$ cat src/rtl/nn_output_neuron.sv
// nn_output_neuron
//   Output-layer neuron. It collects one signed Q(8-FRAC).FRAC activation per
//   upstream lane, using the rising edge of each lane's ack level to trigger
//   the capture. It then multiplies each lane by a constant weight, adds a
//   constant bias, applies the selected activation and presents the result
//   together with a valid level.
//
// Ports
//   clk      clock; all state changes on posedge
//   rst      synchronous, active-high reset
//   ack_in   [N_IN]    per-lane acknowledge level from upstream neurons
//   a_in     [8*N_IN]  packed signed activations, lane i at [8i+7:8i]
//   y        [8]       signed result, same Q format as the inputs
//   ack_out            result-valid level, held until the next round starts
//   busy               high while a round is in progress (not IDLE/DONE)
//
// State   | meaning
// --------+-----------------------------------------------------------
// IDLE    | no result yet, waiting for the first lane event
// COLLECT | capturing lanes until every captured flag is set
// MAC     | one lane per cycle: acc += (a*w) >>> FRAC
// BIAS    | acc += bias
// ACT     | apply the activation function and write y
// DONE    | y and ack_out held until a new lane event

module nn_output_neuron #(
    parameter int                 N_IN   = 2,
    parameter int                 FRAC   = 4,
    parameter logic [8*N_IN-1:0]  W_INIT = {8'sd20, -8'sd12},
    parameter logic signed [7:0]  B_INIT = 8'sd4,
    parameter int                 ACT    = 0
) (
    input  logic                clk,
    input  logic                rst,
    input  logic [N_IN-1:0]     ack_in,
    input  logic [8*N_IN-1:0]   a_in,
    output logic signed [7:0]   y,
    output logic                ack_out,
    output logic                busy
);

    localparam int IW = (N_IN > 1) ? $clog2(N_IN) : 1;

    localparam logic [2:0] S_IDLE    = 3'd0;
    localparam logic [2:0] S_COLLECT = 3'd1;
    localparam logic [2:0] S_MAC     = 3'd2;
    localparam logic [2:0] S_BIAS    = 3'd3;
    localparam logic [2:0] S_ACT     = 3'd4;
    localparam logic [2:0] S_DONE    = 3'd5;

    localparam logic signed [15:0] BIAS_EXT = {{8{B_INIT[7]}}, B_INIT};
    localparam logic signed [15:0] SAT_HI   = 16'sd127;
    localparam logic signed [15:0] SAT_LO   = -16'sd128;
    localparam logic signed [15:0] HS_HALF  = 16'(1 << (FRAC - 1));
    localparam logic signed [15:0] HS_ONE   = 16'(1 << FRAC);

    logic [2:0]              state;
    logic [N_IN-1:0]         ack_q;
    logic [N_IN-1:0]         captured;
    logic [N_IN-1:0]         ev;
    logic [IW-1:0]           lane_idx;
    logic signed [15:0]      acc;
    logic signed [7:0]       lane_val [N_IN];
    logic signed [7:0]       w_rom    [N_IN];
    logic                    cap_en;

    logic signed [15:0]      a_ext;
    logic signed [15:0]      w_ext;
    logic signed [15:0]      prod;
    logic signed [15:0]      mac_term;
    logic signed [15:0]      sat_val;
    logic signed [15:0]      hs_val;
    logic signed [7:0]       act_val;

    // Weights are fixed at elaboration; this is the constant weight ROM.
    for (genvar gi = 0; gi < N_IN; gi++) begin : g_wrom
        assign w_rom[gi] = W_INIT[8*gi +: 8];
    end

    assign ev   = ack_in & ~ack_q;
    assign busy = (state != S_IDLE) && (state != S_DONE);

    // Lanes are captured on the round-starting edge and during COLLECT until
    // every lane has been seen. The COLLECT->MAC edge captures nothing, so
    // late events cannot disturb the values being multiplied.
    assign cap_en = (state == S_IDLE) || (state == S_DONE) ||
                    ((state == S_COLLECT) && !(&captured));

    always_comb begin
        a_ext    = {{8{lane_val[lane_idx][7]}}, lane_val[lane_idx]};
        w_ext    = {{8{w_rom[lane_idx][7]}}, w_rom[lane_idx]};
        prod     = a_ext * w_ext;
        mac_term = prod >>> FRAC;
    end

    always_comb begin
        sat_val = acc;
        if (acc > SAT_HI) begin
            sat_val = SAT_HI;
        end else if (acc < SAT_LO) begin
            sat_val = SAT_LO;
        end

        // The hard sigmoid works from the raw accumulator, not the
        // saturated value, so large inputs clamp to exactly 1.0.
        hs_val = (acc >>> 2) + HS_HALF;
        if (hs_val < 16'sd0) begin
            hs_val = 16'sd0;
        end else if (hs_val > HS_ONE) begin
            hs_val = HS_ONE;
        end

        act_val = sat_val[7:0];
        if (ACT == 1) begin
            act_val = (sat_val < 16'sd0) ? 8'sd0 : sat_val[7:0];
        end else if (ACT == 2) begin
            act_val = hs_val[7:0];
        end
    end

    always_ff @(posedge clk) begin
        if (cap_en) begin
            for (int i = 0; i < N_IN; i++) begin
                if (ev[i]) begin
                    lane_val[i] <= a_in[8*i +: 8];
                end
            end
        end
    end

    always_ff @(posedge clk) begin
        if (rst) begin
            state    <= S_IDLE;
            ack_q    <= '0;
            captured <= '0;
            lane_idx <= '0;
            acc      <= '0;
            y        <= '0;
            ack_out  <= 1'b0;
        end else begin
            ack_q <= ack_in;
            case (state)
                S_IDLE, S_DONE: begin
                    if (|ev) begin
                        captured <= ev;
                        ack_out  <= 1'b0;
                        state    <= S_COLLECT;
                    end
                end
                S_COLLECT: begin
                    if (&captured) begin
                        acc      <= '0;
                        lane_idx <= '0;
                        state    <= S_MAC;
                    end else begin
                        captured <= captured | ev;
                    end
                end
                S_MAC: begin
                    acc      <= acc + mac_term;
                    lane_idx <= lane_idx + IW'(1);
                    if (lane_idx == IW'(N_IN - 1)) begin
                        state <= S_BIAS;
                    end
                end
                S_BIAS: begin
                    acc   <= acc + BIAS_EXT;
                    state <= S_ACT;
                end
                S_ACT: begin
                    y       <= act_val;
                    ack_out <= 1'b1;
                    state   <= S_DONE;
                end
                default: begin
                    state <= S_IDLE;
                end
            endcase
        end
    end

endmodule

$ cat config.mk
export PLATFORM = sky130hd
export DESIGN_NAME = nn_output_neuron
export DESIGN_NICKNAME = d
export VERILOG_FILES = /design/src/rtl/nn_output_neuron.sv
export SDC_FILE = /design/constraint.sdc
export NUM_CORES = 1
export LEC_CHECK = 0
export ABC_CLOCK_PERIOD_IN_PS = 9050
export CORE_ASPECT_RATIO = 1.1
export CORE_MARGIN = 2
export CORE_UTILIZATION = 65
export CTS_BUF_LIST = sky130_fd_sc_hd__clkbuf_4 sky130_fd_sc_hd__clkbuf_8 sky130_fd_sc_hd__clkbuf_16
export DETAILED_ROUTE_END_ITERATION = 6
export GPL_ROUTABILITY_DRIVEN = 0
export PLACE_DENSITY_LB_ADDON = 0.3
export SLEW_MARGIN = 5
export SYNTH_ARGS = -nofsm -noshare
export SYNTH_HDL_FRONTEND = slang
export SYNTH_SLANG_ARGS = --single-unit
$ cat constraint.sdc
create_clock -name clk -period 9.05 [get_ports clk]
set_input_delay 0.905 -clock clk [delete_from_list [all_inputs] [get_ports clk]]
set_output_delay 0.905 -clock clk [all_outputs]
set_load 0.05 [all_outputs]
# == After elaboration in Yosys (flattened, before gate mapping) ==
# Memories as Yosys holds them, arrays and structs flattened. A register that Yosys moved wholly into a read port is not among the register bits.
# Cells that the tools add are included.
# op_classes
n_eq_ne,10
n_addsub,3
magnitude_cmp,3
n_bitwise,4
mux,26
reduce_logical,19
n_mul,1
# ops
operator,count
$pmux W16 S3,1
$mux W8,5
$add A16 B12 Y16,1
$add A16 B4 Y16 const B,1
$gt A16 B8 Y1 const B,1
$lt A16 B8 Y1 const B,1
$mul A8 B8 Y16,1
$mux W16,1
$pmux W3 S5,1
$mux W1,10
$mux W3,3
$reduce_and A2 Y1,4
$eq A3 B2 Y1 const B,2
$eq A3 B3 Y1 const B,2
$ne A2 B2 Y1 const B,3
$reduce_and A3 Y1,2
$reduce_bool A2 Y1,3
$reduce_bool A3 Y1,2
$mux W2,2
$pmux W1 S2,2
$pmux W2 S2,1
$reduce_or A2 Y1,2
$eq A3 B1 Y1 const B,1
$logic_not A3 Y1,1
11 further kinds,13
# word_totals
elab_cells,74
output_inout_bits,10
in_bits,20
ff_bits,33
ramBits,16
mem_count,1
# mem_list
name,depth,width,rd,rd_clocked_by_memory_dff,wr,line_no,source
lane_val,2,8,1,1,2,63,logic signed [7:0] lane_val [N_IN];

# == Logic depth before layout (Yosys ltp) ==
# depth
ltp_word,7
depth_mapped,24
ltp_nobuf,23

# == Worst setup path after synthesis ==
# Ideal clock, no wire load.
# synth_timing
kind,register to register
startpoint,reg with a tool-made name
endpoint,reg acc[15]
arrival_time_ns,6.141
stages_incl_launch_ff,22
slack_ns,2.827
t_required_ns,8.967
cell_sequence,dfxtp_1 > clkbuf_1 > mux2_2 > and2_1 > inv_1 > fa_1 > fa_1 > inv_1 > fa_1 > fa_1 > fa_1 > a21o_1 > a31o_1 > o22ai_1 > xnor2_1 > ha_1 > a21oi_1 > o21a_1 > mux2i_1 > a211o_1 > or4_1 > o221ai_1
# synth_rtl
item,line_no,source
"end signal, assigned",160,acc <= acc + mac_term;
"end signal, assigned",167,acc <= acc + BIAS_EXT;
"end, declared",62,logic signed [15:0] acc;

# == Worst setup path in the final report ==
# layout_timing
startpoint,reg lane_idx
endpoint,reg acc[15]
# layout_between
elab_chain_cells,7
# layout_lines
item,line_no,source
"start, declared",61,logic [IW-1:0] lane_idx;
"start signal, assigned",161,lane_idx <= lane_idx + IW'(1);
$not A1 Y2 (not written as such),91,"w_ext = {{8{w_rom[lane_idx][7]}}, w_rom[lane_idx]};"
$mux W8 (not written as such) (3 in series),91,
$mul A8 B8 Y16,92,prod = a_ext * w_ext;
$add A16 B12 Y16,160,
$pmux W16 S3,142,case (state)
# Every way passes these cells. The select of a mux whose other input is x is not followed.
# A chain may end at the register's enable or synchronous reset.

==> reports/results.ini <==
[critical_path]
critPathLaunch=lane_idx
critical_path_required_ns=9.30
timing.critical_path.slowest_stage_cell=dfxtp_1
worst_setup_end_kind=flip-flop
cp-start-kind=flip-flop
critical_path.reg2reg.startpoint=lane_idx
r2r_setup_slack_ns=2.41
critical-path-max-stage-delay_ns=0.56
cp_cell_sequence=clkinv_1 > and2_1 > inv_1 > fa_1 > fa_1 > inv_1 > fa_1 > fa_1 > fa_1 > a21o_1 > a31o_1 > o22ai_1 > xnor2_1 > ha_1 > a21oi_1 > o21a_1 > mux2i_1 > a211o_1 > or4_1 > o221ai_1
worstPathArrival_ns=6.88
reg2reg_to=acc[15]
crit_path_frequent_cell=fa_1
reg2reg_depth=20
worst-setup-path-type=flip-flop to flip-flop
crit_fanout=11

[synthesis]
synth_edf_count=16
ys_warn_count=0
synth_compound_area_share_pct=18.71
synth_top_family_by_area=adder cells
synth.yosys.seq_area_share_pct=27.78
post_synth_instance_area_mm2=0.004179
post_synthesis_net_count=562
yosys_register_bits=50
synth_simple_gate_area_share_pct=15.78
netlist-cell-type-count=57
syn-instance-count=471
async_reset_ff_share_pct=0
yosys-mux-area-fraction_pct=2.725
synth_fa_ha_area_share_pct=25.21
ys.flop_type=dfxtp_1
synth-xor-area-share_pct=3.563
post_synth.cell_area_avg_um2=8.873

[finish]
layout_commonest_cell=inv_1
area.growth.synth_to_final_pct=11.11
fin_cells=575
filler_cell_count=447
insertedDiodeCount=0
layout-drive-gt1-share_pct=3.434
post_layout_nets=585
layout_common_cells=inv_1, ha_1, nor2_1

[clock_tree]
cts.sinks=50
post_cts.repair.setup_buffers=0
root_buffer=clkbuf_8
numCtsBuffers=5
htree_levels=2
hold_buffers=0
ctsLongestPathBuffers=2
cts_resized=0
cts_tree=done
clk_pin_slew_ns=0.11
clk-insertion-delay-late_ns=0.32

[global_route]
global_routing_met3_resource_utilization_pct=4.124
number_of_antenna_violations_at_the_first_check_in_global_routing=0
all_layer_gr_usage_pct=28.14
met1_usage_pct=37.72
grt_overflow=0
globalRouteMet2Util_pct=47.50
grt_max_degree=40
first_pass_grt_wire_length_mm=15.73
first_global_vias=3384
gr-max-usage-layer=met2

[routing]
dr.pass1.iters=5
detail_route.drc_violations=0
viasPerCell=6.056
routed_wl_mm=9.343
vias=3482
final_antenna_net_count=0
average_wire_per_cell_in_the_routed_design_um=16.25
initialDrtViolationCount=216

[placement]
dp.final_hpwl_mm=7.233
numPlacedInstances=567
port_buffers=29

[sta]
maxSlewViolCount=0
max_clock_freq_ghz=0.1507
timing.final.setup_violations=0
worst_slew_pin_slew_ns=0.8298
rsz0062_at_grt=no
relSlewSlack_pct=44.48
period_needed_ns=6.636
setup_tns_ns=0
final_cycle_share_pct=73.33
hold_viol_final=0
worst_clock_skew_ns=0.01400
finalHoldWorstSlack_ns=0.4614

[floorplanning]
die_width_um=80.45
die_area_mm2=0.007087
initial_utilization_pct=67.47
dieHeight_um=88.10
placementRows=30
core_area_mm2=0.006193
ios=30

[min_path]
timing.hold.worst_path_depth=2
holdCritPathClass=flip-flop to flip-flop
min_delay_worst_endpoint=y[5]
worstHoldStart=y[5]

[job]
maxCapViolCount=0

[power_and_ir_drop]
power.density_mw_per_mm2=242.6
total_leakage_power_nw=2.043
irDropWorstVdd_mv=0.1750

[status]
run_status=finished, final reports clean

-- cells in the mapped netlist, drive strengths merged (2+ instances only) --
cell	number	share of area (%)
inv	53	4.8
ha	49	15
nor2	41	3.7
a21oi	37	4.4
dfxtp	34	16
nand2	29	2.6
o21ai	26	3.1
fa	22	11
edfxtp	16	11
clkbuf	14	1.3
nand3	11	1.3
xnor2	10	2.1
mux2i	8	1.9
a21o	7	1.3
a31oi	7	1.0
nand2b	7	1.0
nor3	7	0.84
o21a	7	1.4
xor2	7	1.5
or3	6	0.90
a22oi	5	0.90
nand3b	5	0.90
nand4	5	0.75
nor2b	5	0.75
a211oi	4	1.0
and3	4	0.60
a211o	3	0.63
a311o	3	0.72
and2	3	0.45
mux2	3	0.81
nor4	3	0.45
o211ai	3	0.66
or4	3	0.54
a222oi	2	0.48
o2111ai	2	0.42
o22a	2	0.42
o22ai	2	0.30
o31ai	2	0.36
-- stage by stage --
| step | power [mW] | setup slack (ns) | util, % | area, µm² |
|---|---|---|---|---|
| after CTS | 1.122 | 2.438 | 74.97 | 4643 |
| after global placement | 0.9173 | 2.694 | 73.09 | 4527 |
| after detailed placement | 0.9514 | 2.477 | 73.09 | 4527 |
| after floorplan | 0.8097 | 2.827 | - | 4179 |
| after global routing | 1.223 | 1.987 | 74.97 | 4643 |
| final | 1.126 | 2.414 | 74.97 | 4643 |
-- worst max-delay path: cells and delay by family (launching register included) --
family          cells  cell delay (ns)
buf+inv             3             0.53
simple gates        2             0.76
xor+xnor            1             0.28
fa+ha+maj           6             2.89
compound gates      7             1.44
mux                 1             0.08
flops               1             0.56
-- sequential cells by signal, summed over array words and instances, names as in the netlist, named ones only --
signal / cells
ack_q: 2
captured: 2
lane_idx: 1
state: 3
acc: 16
y: 8
lane_val: 16
ack_out: 1
-- power breakdown --
group	total, mW	switching [mW]	internal (mW)
Sequential	0.247	0.00722	0.240
Clock	0.168	0.0836	0.0845
Combinational	0.711	0.406	0.305
-- logic make-up after synthesis --
family,after synthesis
adders and majority gates,71
buffers and inverters,69
xor gates and xnor gates,17
muxes,11
and+or+nand+nor,134
AOI/OAI and AO/OA,119
DFF,50
-- area by class of cell --
class / count / area, µm² / area share (%)
tap: 80 / 100.1 / 2.156
clock inverter: 3 / 47.55 / 1.024
inverter: 54 / 202.7 / 4.365
timing repair buffer: 31 / 305.3 / 6.575
sequential: 50 / 1161 / 25.01
multi-input combinational: 352 / 2758 / 59.39
clock buffer: 5 / 68.82 / 1.482
-- per-layer routing --
layer	up-vias	routed length, µm
met4	0	167
met3	17	563
met1	1632	3959
met2	119	4653
li1	1714	-
met5	-	0
-- worst max-delay path by stage --
stage | endpoint | cells past startpoint
floorplan | acc[15] | 21
global placement | acc[15] | 20
detailed placement | acc[15] | 20
CTS | acc[15] | 20
global route | acc[15] | 20
finish | acc[15] | 20
(Power assumes the default switching activity.)
